**src/rtl/gcd_csr_master_if.sv**
```systemverilog
// Signal bundle between the GCD CSR master, its streaming client and the Avalon-MM slave.
// The master modport is the block's own view; the slave modport is the surrounding fabric.
interface gcd_csr_master_if;
  logic        req_valid;
  logic        req_ready;
  logic [63:0] req_a;
  logic [63:0] req_b;
  logic        rsp_valid;
  logic        rsp_ready;
  logic [63:0] rsp_gcd;
  logic        rsp_timeout;
  logic [2:0]  avm_address;
  logic        avm_read;
  logic        avm_write;
  logic [31:0] avm_writedata;
  logic [31:0] avm_readdata;
  logic        avm_waitrequest;

  modport master (
    input  req_valid, req_a, req_b, rsp_ready, avm_readdata, avm_waitrequest,
    output req_ready, rsp_valid, rsp_gcd, rsp_timeout,
           avm_address, avm_read, avm_write, avm_writedata
  );

  modport slave (
    output req_valid, req_a, req_b, rsp_ready, avm_readdata, avm_waitrequest,
    input  req_ready, rsp_valid, rsp_gcd, rsp_timeout,
           avm_address, avm_read, avm_write, avm_writedata
  );
endinterface

```
**src/rtl/gcd_csr_master.sv**
```systemverilog
// Avalon-MM master that loads an operand pair into the GCD CSR slave, polls its status
// until done, reads the result back and hands it to a valid/ready response port.
module gcd_csr_master #(
  parameter int POLL_LIMIT = 65535
) (
  input  logic clock,
  input  logic reset,
  gcd_csr_master_if.master bus
);

  typedef enum logic [3:0] {
    IDLE, WR_A_LO, WR_A_HI, WR_B_LO, WR_B_HI,
    POLL_RD, POLL_WAIT, RD_LO, RD_LO_WAIT, RD_HI, RD_HI_WAIT, RESP
  } state_t;

  localparam logic [31:0] LIMIT = 32'(POLL_LIMIT);

  state_t      state;
  logic        req_ready;
  logic        rsp_valid;
  logic        rsp_timeout;
  logic [63:0] rsp_gcd;
  logic [2:0]  avm_address;
  logic        avm_read;
  logic        avm_write;
  logic [31:0] avm_writedata;
  logic [31:0] poll_cnt;
  logic [31:0] poll_next;
  logic [31:0] a_hi;
  logic [63:0] op_b;
  logic        accept;
  logic        zero_op;

  assign accept    = bus.req_valid && req_ready;
  assign zero_op   = (bus.req_a == 64'd0) || (bus.req_b == 64'd0);
  assign poll_next = poll_cnt + 32'd1;

  assign bus.req_ready     = req_ready;
  assign bus.rsp_valid     = rsp_valid;
  assign bus.rsp_timeout   = rsp_timeout;
  assign bus.rsp_gcd       = rsp_gcd;
  assign bus.avm_address   = avm_address;
  assign bus.avm_read      = avm_read;
  assign bus.avm_write     = avm_write;
  assign bus.avm_writedata = avm_writedata;

  // Operand words still needed after the accept cycle; a[31:0] goes straight onto the bus.
  always_ff @(posedge clock) begin
    if (accept) begin
      a_hi <= bus.req_a[63:32];
      op_b <= bus.req_b;
    end
  end

  always_ff @(posedge clock or negedge reset) begin
    if (!reset) begin
      state         <= IDLE;
      req_ready     <= 1'b1;
      rsp_valid     <= 1'b0;
      rsp_timeout   <= 1'b0;
      rsp_gcd       <= 64'd0;
      avm_address   <= 3'd0;
      avm_read      <= 1'b0;
      avm_write     <= 1'b0;
      avm_writedata <= 32'd0;
      poll_cnt      <= 32'd0;
    end else begin
      case (state)
        IDLE: begin
          if (accept) begin
            poll_cnt  <= 32'd0;
            req_ready <= 1'b0;
            // The slave never finishes with a zero operand, so answer locally.
            if (zero_op) begin
              state       <= RESP;
              rsp_valid   <= 1'b1;
              rsp_timeout <= 1'b0;
              rsp_gcd     <= bus.req_a | bus.req_b;
            end else begin
              state         <= WR_A_LO;
              avm_write     <= 1'b1;
              avm_address   <= 3'd1;
              avm_writedata <= bus.req_a[31:0];
            end
          end
        end
        WR_A_LO: if (!bus.avm_waitrequest) begin
          state         <= WR_A_HI;
          avm_address   <= 3'd2;
          avm_writedata <= a_hi;
        end
        WR_A_HI: if (!bus.avm_waitrequest) begin
          state         <= WR_B_LO;
          avm_address   <= 3'd3;
          avm_writedata <= op_b[31:0];
        end
        WR_B_LO: if (!bus.avm_waitrequest) begin
          state         <= WR_B_HI;
          avm_address   <= 3'd4;
          avm_writedata <= op_b[63:32];
        end
        WR_B_HI: if (!bus.avm_waitrequest) begin
          state       <= POLL_RD;
          avm_write   <= 1'b0;
          avm_read    <= 1'b1;
          avm_address <= 3'd0;
        end
        POLL_RD: if (!bus.avm_waitrequest) begin
          state    <= POLL_WAIT;
          avm_read <= 1'b0;
        end
        POLL_WAIT: begin
          if (bus.avm_readdata == 32'd0) begin
            state       <= RD_LO;
            avm_read    <= 1'b1;
            avm_address <= 3'd1;
          end else begin
            poll_cnt <= poll_next;
            if (LIMIT != 32'd0 && poll_next == LIMIT) begin
              state       <= RESP;
              rsp_valid   <= 1'b1;
              rsp_timeout <= 1'b1;
              rsp_gcd     <= 64'd0;
            end else begin
              state       <= POLL_RD;
              avm_read    <= 1'b1;
              avm_address <= 3'd0;
            end
          end
        end
        RD_LO: if (!bus.avm_waitrequest) begin
          state    <= RD_LO_WAIT;
          avm_read <= 1'b0;
        end
        RD_LO_WAIT: begin
          rsp_gcd[31:0] <= bus.avm_readdata;
          state         <= RD_HI;
          avm_read      <= 1'b1;
          avm_address   <= 3'd2;
        end
        RD_HI: if (!bus.avm_waitrequest) begin
          state    <= RD_HI_WAIT;
          avm_read <= 1'b0;
        end
        RD_HI_WAIT: begin
          rsp_gcd[63:32] <= bus.avm_readdata;
          state          <= RESP;
          rsp_valid      <= 1'b1;
          rsp_timeout    <= 1'b0;
        end
        RESP: if (bus.rsp_ready) begin
          state       <= IDLE;
          rsp_valid   <= 1'b0;
          rsp_timeout <= 1'b0;
          req_ready   <= 1'b1;
        end
        default: state <= IDLE;
      endcase
    end
  end

endmodule

```
**src/flat_wrapper.sv**
```systemverilog
// flat-port wrapper written by rule: the top's interface ports become plain ports
module gcd_csr_master_flat 
#(
  parameter int POLL_LIMIT = 65535
)
  (clock, reset, bus_req_valid, bus_req_a, bus_req_b, bus_rsp_ready, bus_avm_readdata, bus_avm_waitrequest, bus_req_ready, bus_rsp_valid, bus_rsp_gcd, bus_rsp_timeout, bus_avm_address, bus_avm_read, bus_avm_write, bus_avm_writedata);
  gcd_csr_master_if bus_i ();
  input  logic clock;
  input  logic reset;
  input wire logic [$bits(bus_i.req_valid)-1:0] bus_req_valid;
  input wire logic [$bits(bus_i.req_a)-1:0] bus_req_a;
  input wire logic [$bits(bus_i.req_b)-1:0] bus_req_b;
  input wire logic [$bits(bus_i.rsp_ready)-1:0] bus_rsp_ready;
  input wire logic [$bits(bus_i.avm_readdata)-1:0] bus_avm_readdata;
  input wire logic [$bits(bus_i.avm_waitrequest)-1:0] bus_avm_waitrequest;
  output wire logic [$bits(bus_i.req_ready)-1:0] bus_req_ready;
  output wire logic [$bits(bus_i.rsp_valid)-1:0] bus_rsp_valid;
  output wire logic [$bits(bus_i.rsp_gcd)-1:0] bus_rsp_gcd;
  output wire logic [$bits(bus_i.rsp_timeout)-1:0] bus_rsp_timeout;
  output wire logic [$bits(bus_i.avm_address)-1:0] bus_avm_address;
  output wire logic [$bits(bus_i.avm_read)-1:0] bus_avm_read;
  output wire logic [$bits(bus_i.avm_write)-1:0] bus_avm_write;
  output wire logic [$bits(bus_i.avm_writedata)-1:0] bus_avm_writedata;
  assign bus_i.req_valid = bus_req_valid;
  assign bus_i.req_a = bus_req_a;
  assign bus_i.req_b = bus_req_b;
  assign bus_i.rsp_ready = bus_rsp_ready;
  assign bus_i.avm_readdata = bus_avm_readdata;
  assign bus_i.avm_waitrequest = bus_avm_waitrequest;
  assign bus_req_ready = bus_i.req_ready;
  assign bus_rsp_valid = bus_i.rsp_valid;
  assign bus_rsp_gcd = bus_i.rsp_gcd;
  assign bus_rsp_timeout = bus_i.rsp_timeout;
  assign bus_avm_address = bus_i.avm_address;
  assign bus_avm_read = bus_i.avm_read;
  assign bus_avm_write = bus_i.avm_write;
  assign bus_avm_writedata = bus_i.avm_writedata;
  gcd_csr_master #(.POLL_LIMIT(POLL_LIMIT)) u_core (.clock(clock), .reset(reset), .bus(bus_i));
endmodule
```
**config.mk**
```make
export PLATFORM = sky130hd
export DESIGN_NAME = gcd_csr_master_flat
export DESIGN_NICKNAME = d
export VERILOG_FILES = /design/src/rtl/gcd_csr_master_if.sv /design/src/rtl/gcd_csr_master.sv /design/src/flat_wrapper.sv
export SDC_FILE = /design/constraint.sdc
export NUM_CORES = 1
export LEC_CHECK = 0
export CORE_ASPECT_RATIO = 1.75
export CORE_UTILIZATION = 32
export CTS_CLUSTER_SIZE = 20
export DETAILED_ROUTE_END_ITERATION = 6
export SLEW_MARGIN = 0
export SYNTH_ARGS = -nofsm -noshare
export SYNTH_HDL_FRONTEND = slang
export SYNTH_SLANG_ARGS = --single-unit
```
**constraint.sdc**
```tcl
create_clock -name clock -period 9.45 [get_ports clock]
set_input_delay 1.89 -clock clock [delete_from_list [all_inputs] [get_ports clock]]
set_output_delay 1.89 -clock clock [all_outputs]
set_load 0.01 [all_outputs]
```
==> reports/results.tsv <==
stage	metric	value	unit
sta	actual slew at the worst max-slew pin	1180	ps
detailed_routing	first drt pass iteration count	6	
logic_synthesis	top post-synthesis cells by count	sky130_fd_sc_hd__o21ai_0, sky130_fd_sc_hd__dfrtp_1, sky130_fd_sc_hd__nand2_1, sky130_fd_sc_hd__edfxtp_1, sky130_fd_sc_hd__clkbuf_1	
setup_path	Worst Path Arrival	6180	ps
detailed_routing	remaining antenna violation count	0	
sta	slack of the critical path	3670	ps
pwr	switch share	0.359	
pwr	proportion of power drawn by combinational gates	0.419	
pwr	standby leakage power	0.00582	uW
global_routing	total grt overflow	0	
setup_path	worst endpoint required time	9850	ps
logic_synthesis	mean instance size in the synthesized netlist	10.6	sq um
place	Final GP Congestion	0.950	
layout	number of nets at the end of the flow	1528	
detailed_routing	number of remaining DRC errors	0	
layout	area taken by flip-flops and latches	6390	sq um
cts	number of sinks handled by clock tree synthesis	236	
global_routing	largest net degree at the start of global routing	80	
detailed_routing	wire per inst	24.1	microns
global_routing	GRT Util Overall	0.231	
run	max capacitance violation total	0	
layout	Filler Cells Inserted	3578	
logic_synthesis	Most used DFF post-synth	sky130_fd_sc_hd__dfrtp_1	
global_routing	via count of the first global-routing pass	10500	
place	number of buffers added on ports	268	
detailed_routing	Routed met2 length	23.7	mm
setup_path	Worst setup EP type	flop	
floorplanning	Chip Height	259	microns
floorplanning	width of the die	149	microns
global_routing	number of antenna violations at the first check in global routing	4	
logic_synthesis	number of flops mapped to enable cells by yosys	96	
logic_synthesis	part of the Yosys area used for sequential elements	0.528	
sta	final number of hold-violating endpoints	0	
detailed_routing	final wirelength	44.8	mm
cts	CTS tree	built	
cts	CTS buffer count	25	
sta	final number of max-transition violations	0	
place	worst setup slack after placement	3150	ps
logic_synthesis	most common cell in the synthesized netlist	sky130_fd_sc_hd__o21ai_0	
detailed_routing	Via density	5.66	
sta	setup repair after global routing missed its margin	no	
cts	clock latency reported for the late side of the worst-skew pair	550	ps
status	status	finished clean	
detailed_routing	Highest Signal Layer	met4	
logic_synthesis	library cell with the largest summed area after synthesis	sky130_fd_sc_hd__dfrtp_1	
floorplanning	die footprint	38600	sq um
floorplanning	Std-Cell Rows	93	
cts	number of gates given a new drive strength after cts	0	
layout	area growth from synthesis to final layout	31.7	%
pwr	Internal Power	2800	uW
sta	# setup viols final	0	
cts	H-tree levels	1	
detailed_routing	detailed-route wire length on metal 1	15.7	mm
sta	final total negative setup slack	0	ps
detailed_routing	total number of vias	10500	
sta	upper clock frequency limit	173	MHz
pwr	sequential fraction of design power	0.360	
logic_synthesis	net count after synthesis	1304	
setup_path	critical path type	in -> reg	
pwr	Clk pwr share	0.221	
layout	share of cells above drive strength 1	0.106	
logic_synthesis	post-synthesis instance total	1137	
sta	Final Hold Slack	479	ps
detailed_routing	wire length on met3	2.79	mm
cts	post-CTS setup-driven buffer insertion count	0	
sta	period utilization	0.612	
logic_synthesis	number of synthesized register bits	236	
cts	Post-CTS Hold Fix Bufs	0	
sta	slew margin rel.	0.211	
cts	root buf cell	sky130_fd_sc_hd__clkbuf_16	
logic_synthesis	number of warnings issued by yosys	0	
global_routing	first-pass GRT wire length	66.4	mm
sta	final critical delay including setup and external delays	5780	ps
floorplanning	Top Ports	269	
detailed_routing	First DRT Iteration DRCs	725	
cts	Clock Path Buffers	3	
cts	clock-pin slew of the registers on the worst-case setup and hold paths	60	ps
logic_synthesis	netlist area before placement	12100	sq um
setup_path	maximum fanout count along the critical path	41	
layout	area of the multi-input gates	5340	sq um
sta	Final Skew	36.9	ps
floorplanning	effective utilization at floorplan	0.327	
logic_synthesis	Synth area leaders	sky130_fd_sc_hd__dfrtp_1, sky130_fd_sc_hd__edfxtp_1, sky130_fd_sc_hd__o21ai_0	
logic_synthesis	Netlist cell types	73	
place	dpl hpwl	32.3	mm
setup_path	kind of start point of the critical path	input pin	
logic_synthesis	Yosys top cell area share	0.288	
pwr	switching power summed over all nets	1570	uW
worst_hold_path	hold crit path type	reg -> reg	
pwr	Pwr Density	274	nW/um^2
logic_synthesis	async set or reset register ratio after synthesis	0.593	
floorplanning	area of the core	37000	sq um
pwr	maximum VDD drop	0.155	mV
[power by group through the flow]
stage	Sequential [uW]	Combinational, uW	Clock, uW
floorplan	1620	912	0
global placement	1580	1810	0
detailed placement	1580	1840	0
CTS	1570	1840	982
global route	1600	1970	1010
finish	1570	1830	965
[critical path: stages]
cell and delay [ps]:
sky130_fd_sc_hd__clkdlybuf4s50_1 440, sky130_fd_sc_hd__nor4_1 720, sky130_fd_sc_hd__nand4_1 330, sky130_fd_sc_hd__nor3_1 640, sky130_fd_sc_hd__nand2b_2 820, sky130_fd_sc_hd__nor3_4 160
sky130_fd_sc_hd__a31oi_4 180, sky130_fd_sc_hd__buf_4 550, sky130_fd_sc_hd__mux2_4 360
[per-layer routing]
layer | track usage | up-vias
met5 | 0 | -
met4 | 0.130 | 0
met3 | 0.0371 | 118
met2 | 0.418 | 473
met1 | 0.252 | 5176
li1 | - | 4754
[final cells by class]
| cell class | instances | area share |
|---|---|---|
| multi-input cells | 808 | 0.335 |
| inverters | 11 | 0.00267 |
| repair buffers | 279 | 0.174 |
| clock inverters | 16 | 0.00825 |
| flip-flops and latches | 236 | 0.401 |
| diodes | 5 | 0.000786 |
| well taps | 475 | 0.0373 |
| clock buffers | 30 | 0.0405 |
[registers in the layout (all words and copies together), names as in the netlist]
| name | count |
|---|---|
| u_core.bus.rsp_gcd | 64 |
| u_core.op_b | 64 |
| u_core.a_hi | 32 |
| u_core.bus.avm_writedata | 32 |
| u_core.poll_cnt | 32 |
| u_core.state | 4 |
| u_core.bus.avm_address | 3 |
| u_core.bus.avm_read | 1 |
| u_core.bus.avm_write | 1 |
| u_core.bus.req_ready | 1 |
| u_core.bus.rsp_timeout | 1 |
| u_core.bus.rsp_valid | 1 |
[per-stage QoR]
stage / power, uW / util / area (sq um) / cells
finish: 4370 / 0.430 / 15900 / 1860
global route: 4590 / 0.430 / 15900 / 1859
CTS: 4390 / 0.430 / 15900 / 1855
detailed placement: 3420 / 0.409 / 15100 / 1809
global placement: 3390 / 0.409 / 15100 / 1809
floorplan: 2530 / - / 12100 / 1137
[final timing paths]
| kind | slack (ps) | to | cells after the start | startpoint |
|---|---|---|---|---|
| max | 3670 | u_core.bus.rsp_gcd[51] | 9 | bus_avm_readdata[17] |
| min | 480 | u_core.bus.avm_writedata[25] | 2 | u_core.bus.avm_writedata[25] |
| max reg2reg | 5430 | u_core.bus.rsp_gcd[22] | 9 | u_core.poll_cnt[0] |
| min reg2reg | 480 | u_core.bus.avm_writedata[25] | 2 | u_core.bus.avm_writedata[25] |
| max in group asynchronous | 6580 | u_core.state[0] | 2 | reset |
| min in group asynchronous | 1430 | u_core.bus.rsp_gcd[53] | 1 | reset |
[layout by cell type, fill, tap and decap left out, drive strengths merged, types with 32 or more instances in the layout]
cell type,n
mux2,99
nand2,138
clkdlybuf4s50,267
dfrtp,139
a22o,33
nor2,34
edfxtp,96
a22oi,32
nor4,51
o21ai,215
[cells by family (layout without fill, tap and decap cells)]
family / count (synthesis) / in the layout / share of synthesized area
AO/OA/AOI/OAI: 361 / 361 / 0.183
AND/OR/NAND/NOR: 337 / 337 / 0.145
flip-flops: 236 / 236 / 0.528
multiplexers: 101 / 101 / 0.103
buffers and inverters: 93 / 336 / 0.0335
XOR/XNOR: 7 / 7 / 0.00507
adder cells (fa/ha/maj): 2 / 2 / 0.00207
other: 0 / 5 / 0
Power figures use the tool's default switching activity.
